`src/rtl/fb_bucket_writer.sv`:
```
// Byte-stream to double-banked frame memory writer; writes land one cycle after acceptance, bank swap one cycle after a clock_cycle rise.
// data_ready is low only while a full bucket waits for the swap. Optional trailing XOR checksum: FB_WRITER_CHECKSUM_EN.
module fb_bucket_writer #(
  parameter int         FB_SIZE     = 16,
  parameter int         FRAME_BYTES = 64,
  parameter int         OFS_WIDTH   = 20,
  parameter logic [7:0] SYNC_BYTE   = 8'hA5
) (
  input  logic               clock,
  input  logic               rst_n,
  input  logic [7:0]         data_in,
  input  logic               data_valid,
  output logic               data_ready,
  input  logic               clock_cycle,
  output logic               mem_we,
  output logic [OFS_WIDTH:0] mem_addr,
  output logic [7:0]         mem_wdata,
  output logic               read_bank,
  output logic               next_fb,
  output logic [7:0]         frame_cnt,
  output logic               err
);

  localparam logic [OFS_WIDTH-1:0] LAST_OFS  = OFS_WIDTH'(FB_SIZE * FRAME_BYTES - 1);
  localparam logic [11:0]          LAST_BYTE = 12'(FRAME_BYTES - 1);

`ifdef FB_WRITER_CHECKSUM_EN
  typedef enum logic [1:0] {IDLE, LOAD, CHECK, WAIT_SWAP} state_t;
`else
  typedef enum logic [1:0] {IDLE, LOAD, WAIT_SWAP} state_t;
`endif

  state_t               state_q, state_d;
  logic                 read_bank_q, read_bank_d;
  logic [OFS_WIDTH-1:0] ofs_q, ofs_d;
  logic [11:0]          byte_q, byte_d;
  logic [7:0]           frame_cnt_q, frame_cnt_d;
  logic                 mem_we_q, mem_we_d;
  logic [OFS_WIDTH:0]   mem_addr_q, mem_addr_d;
  logic [7:0]           mem_wdata_q, mem_wdata_d;
  logic                 next_fb_q, next_fb_d;
  logic                 cc_prev_q, cc_prev_d;
`ifdef FB_WRITER_CHECKSUM_EN
  logic [7:0]           xor_q, xor_d;
  logic                 err_q, err_d;
`endif

  logic accept;
  logic cc_rise;

  assign data_ready = (state_q != WAIT_SWAP);
  assign accept     = data_valid & data_ready;
  assign cc_rise    = clock_cycle & ~cc_prev_q;

  always_comb begin
    state_d     = state_q;
    read_bank_d = read_bank_q;
    ofs_d       = ofs_q;
    byte_d      = byte_q;
    frame_cnt_d = frame_cnt_q;
    mem_we_d    = 1'b0;
    mem_addr_d  = mem_addr_q;
    mem_wdata_d = mem_wdata_q;
    next_fb_d   = 1'b0;
    cc_prev_d   = clock_cycle;
`ifdef FB_WRITER_CHECKSUM_EN
    xor_d       = xor_q;
    err_d       = 1'b0;
`endif
    case (state_q)
      IDLE: begin
        if (accept && data_in == SYNC_BYTE) begin
          state_d     = LOAD;
          ofs_d       = '0;
          byte_d      = '0;
          frame_cnt_d = '0;
`ifdef FB_WRITER_CHECKSUM_EN
          xor_d       = '0;
`endif
        end
      end
      LOAD: begin
        if (accept) begin
          mem_we_d    = 1'b1;
          mem_addr_d  = {~read_bank_q, ofs_q};
          mem_wdata_d = data_in;
          ofs_d       = ofs_q + OFS_WIDTH'(1);
`ifdef FB_WRITER_CHECKSUM_EN
          xor_d       = xor_q ^ data_in;
`endif
          // byte_q tracks position within the frame so no divider is needed
          if (byte_q == LAST_BYTE) begin
            byte_d      = '0;
            frame_cnt_d = frame_cnt_q + 8'd1;
          end else begin
            byte_d = byte_q + 12'd1;
          end
          if (ofs_q == LAST_OFS) begin
`ifdef FB_WRITER_CHECKSUM_EN
            state_d = CHECK;
`else
            state_d = WAIT_SWAP;
`endif
          end
        end
      end
`ifdef FB_WRITER_CHECKSUM_EN
      CHECK: begin
        if (accept) begin
          if (data_in == xor_q) begin
            state_d = WAIT_SWAP;
          end else begin
            err_d   = 1'b1;
            state_d = IDLE;
          end
        end
      end
`endif
      WAIT_SWAP: begin
        if (cc_rise) begin
          read_bank_d = ~read_bank_q;
          next_fb_d   = 1'b1;
          state_d     = IDLE;
        end
      end
      default: state_d = IDLE;
    endcase
  end

  always_ff @(posedge clock or negedge rst_n) begin
    if (!rst_n) begin
      state_q     <= IDLE;
      read_bank_q <= 1'b0;
      ofs_q       <= '0;
      byte_q      <= '0;
      frame_cnt_q <= '0;
      mem_we_q    <= 1'b0;
      mem_addr_q  <= '0;
      mem_wdata_q <= '0;
      next_fb_q   <= 1'b0;
      cc_prev_q   <= 1'b0;
`ifdef FB_WRITER_CHECKSUM_EN
      xor_q       <= '0;
      err_q       <= 1'b0;
`endif
    end else begin
      state_q     <= state_d;
      read_bank_q <= read_bank_d;
      ofs_q       <= ofs_d;
      byte_q      <= byte_d;
      frame_cnt_q <= frame_cnt_d;
      mem_we_q    <= mem_we_d;
      mem_addr_q  <= mem_addr_d;
      mem_wdata_q <= mem_wdata_d;
      next_fb_q   <= next_fb_d;
      cc_prev_q   <= cc_prev_d;
`ifdef FB_WRITER_CHECKSUM_EN
      xor_q       <= xor_d;
      err_q       <= err_d;
`endif
    end
  end

  assign mem_we    = mem_we_q;
  assign mem_addr  = mem_addr_q;
  assign mem_wdata = mem_wdata_q;
  assign read_bank = read_bank_q;
  assign next_fb   = next_fb_q;
  assign frame_cnt = frame_cnt_q;
`ifdef FB_WRITER_CHECKSUM_EN
  assign err       = err_q;
`else
  assign err       = 1'b0;
`endif

endmodule
```
`config.mk`:
```
export PLATFORM = sky130hd
export DESIGN_NAME = fb_bucket_writer
export DESIGN_NICKNAME = d
export VERILOG_FILES = /design/src/rtl/fb_bucket_writer.sv
export SDC_FILE = /design/constraint.sdc
export NUM_CORES = 1
export LEC_CHECK = 0
export CORE_MARGIN = 2
export CORE_UTILIZATION = 40
export CTS_CLUSTER_SIZE = 25
export DETAILED_ROUTE_END_ITERATION = 8
export SKIP_CTS_REPAIR_TIMING = 1
export SYNTH_ARGS = -nofsm -noshare
export SYNTH_HDL_FRONTEND = slang
export SYNTH_SLANG_ARGS = --single-unit
```
`constraint.sdc`:
```
create_clock -name clock -period 2.6 [get_ports clock]
set_input_delay 0.52 -clock clock [delete_from_list [all_inputs] [get_ports clock]]
set_output_delay 0.52 -clock clock [all_outputs]
set_load 0.01 [all_outputs]
```
==> reports/qor.txt <==
Root buf cell - clkbuf_8
P_leak - 0.001988 uW
Worst setup endpoint - ofs_q[19]
Syn avg cell area - 9.297 sq um
R2R setup slack - 570 ps
First-pass GRT wire length - 13800 um
Peak Freq - 0.4217 GHz
CP peak stage delay - 680 ps
Final core area utilization - 50.63%
Syn. warnings - 0
CTS tree - built
RSZ-0062 raised after global routing - false
Critical Path Start - data_in[2]
Final setup vio count - 0
Nets@finish - 452
Worst-path fanout max - 7
Fin. max-slew vios - 0
Crit Path Class - primary input to flop
Initial drt markers - 129
Number of vias per cell - 5.404
Level count of the clock H-tree - 3
Net Sw Power - 675.1 uW
R2r endpoint - frame_cnt[7]
Required @ worst endpoint - 2870 ps
Maxcap violations - 0
CP Data Arrival Time - 2640 ps
CP startpoint kind - primary input
Tmin final - 2371 ps
Final hold vios - 0
Area growth syn-to-layout - 23.40%
Reg2reg path depth - 5
Overall die width - 98.35 um
DRC errors left - 0
Yosys top cell by area - dfrtp_1
Clock power frac - 33.1%
CTS buffer count - 9
DP Cell Count - 534
Synth Area in Simple Gates - 28.67%
Final WL - 7930 um
Worst path cell trace - clkdlybuf4s50_1 > nor4bb_1 > buf_4 > a31oi_1 > or4b_2 > a21oi_1
Total power - 2443 uW
Fillers - 834
Hold Path Class - primary input to asynchronous set/reset pin
Remaining global-route overflow - 0
Run status - finished clean
Fin Setup TNS - 0 ps
Vias in the first global route - 2829
DPL Wire Length - 5399 um
Vias post-DR - 2972
Final cell count without fillers - 550
Full die area - 9673 sq um
Chip height - 98.35 um
GRT Util Overall - 17.52%
Area share of the largest cell type after synthesis - 52.71%
Share of layout cells above drive strength 1 - 8.145%
Commonest non-fill, non-tap cell in the layout - nand2_1
Routability Congestion - 0.8454
Reg-to-reg critical path startpoint - byte_q[7]
Peak supply drop - 0.0003262 V
Switching Share - 27.63%
Sequential area share after synthesis - 52.71%
Setup WS pre-CTS - -92.04 ps
Starting Density - 41.03%
Clk sinks - 75
Ranking of synthesized cells by area - dfrtp_1, nand2_1, o21ai_0
Core area - 8678 sq um
Synthesized area - 3561 sq um
Clk slew on worst S/H paths - 70 ps
Largest net degree at the start of global routing - 76
Syn nets - 398
Mux cell area share after synthesis - 0.8784%
Tightest Pin Transition - 953.5 ps
Post-synth EDFFs - 0
Post-Synth XOR/XNOR Area - 2.952%
TritonRoute pass-1 iters - 4
Final setup margin - 228.7 ps
Wire per inst - 14.42 um
Comb power frac - 12.3%
Post-synthesis async set-or-reset flop share - 100.0%
Crit share post-route - 91.20%
Post-Synth Adder-Cell Area - 1.054%
Antenna violations before repair - 0
Most frequent cells in the layout - nand2_1, dfrtp_1, clkdlybuf4s50_1
Synth cell types - 49
CP endpoint kind - flop
Slew headroom - 36.43%
Max Clock Skew - 7.894 ps
Pwr Density - 556.0 nW/um^2
Int Pwr - 1768 uW
Longest Clk Path Bufs - 2
Largest family of logic cells by synthesized area - simple AND/OR/NAND/NOR gates
DRT antenna net count - 0
Dominant synthesized flop cell - dfrtp_1
IO Pins - 54
Seq pwr share - 54.6%
Register bit count reported by yosys - 75
Skew-Pair Late Insertion Delay - 340 ps
Crit path max-delay cell type - or4b_2
Synth Instances - 383
Compound-Gate Fraction of Synth Area - 10.30%
Diode count - 0
Row cnt - 34
PortBufs - 52
[per-stage QoR]
step                hold WS (ps)  cell area (sq um)
floorplan                  224.4               3561
global placement           457.5               4218
detailed placement         461.7               4218
CTS                        355.0               4394
global route               402.7               4394
finish                     305.2               4394
[flip-flops by register name, summed over array words and instances, names as in the netlist]
| name | flops |
|---|---|
| mem_addr | 21 |
| ofs_q | 20 |
| byte_q | 12 |
| frame_cnt | 8 |
| mem_wdata | 8 |
| state_q | 2 |
| cc_prev_q | 1 |
| mem_we | 1 |
| next_fb | 1 |
| read_bank | 1 |
[power by group through the flow]
| stage | combinational (uW) | sequential [uW] | clock, uW |
|---|---|---|---|
| after floorplan | 144 | 1350 | 0 |
| after global placement | 302 | 1350 | 0 |
| after detailed placement | 306 | 1360 | 0 |
| after CTS | 308 | 1330 | 841 |
| after global routing | 339 | 1350 | 909 |
| final | 301 | 1330 | 808 |
[worst min-delay path by stage]
stage	startpoint	end	cells past startpoint
after floorplan	rst_n	byte_q[0]	0
after global placement	mem_addr[13]	mem_addr[13]	2
after detailed placement	mem_addr[13]	mem_addr[13]	2
after CTS	rst_n	mem_addr[13]	1
after global routing	rst_n	mem_wdata[1]	1
final	rst_n	mem_wdata[1]	1
[metal layers]
metal	GRT usage (%)	share of wire, %	vias to the layer above
li1	-	-	1458
met1	23.73	46	1453
met2	27.94	49	45
met3	4.366	2.9	16
met4	5.269	1.5	0
met5	0	0	-
[worst max-delay path: cells and delay by family]
family | cells | cell delay (ps)
and+or+nand+nor | 2 | 1090
buffers and inverters | 2 | 670
AOI/OAI and AO/OA | 2 | 350
[kinds of logic after synthesis]
group                    count (synthesis)
AO/OA/AOI/OAI                           55
XOR/XNOR                                12
adder cells (fa/ha/maj)                  3
buffers and inverters                   27
flip-flops                              75
multiplexers                             3
other                                    1
AND/OR/NAND/NOR                        207
[synthesized netlist by cell type (3+ instances only)]
cell / instances
nor2_1: 14
o32ai_1: 3
xnor2_1: 6
a21o_1: 3
o22a_1: 4
xor2_1: 6
nor3b_1: 5
nand3_1: 11
o31ai_1: 7
nand4_1: 9
o21ai_0: 18
inv_1: 5
clkbuf_1: 10
nor3_1: 8
or4_1: 6
ha_1: 3
a221o_1: 3
dfrtp_1: 75
a21oi_1: 9
and3_1: 6
and4_1: 3
buf_2: 7
nand2_1: 110
nor4_1: 12
or3_1: 7
[layout make-up]
type	count	area (sq um)	share of cell area [%]
inverter	5	18.77	0.4271
tap	108	135.1	3.075
clock inverter	6	38.79	0.8827
clock buffer	10	137.6	3.132
multi-input combinational	281	1572	35.76
sequential	75	1877	42.71
timing repair buffer	65	615.6	14.01
Power figures use the tool's default switching activity.
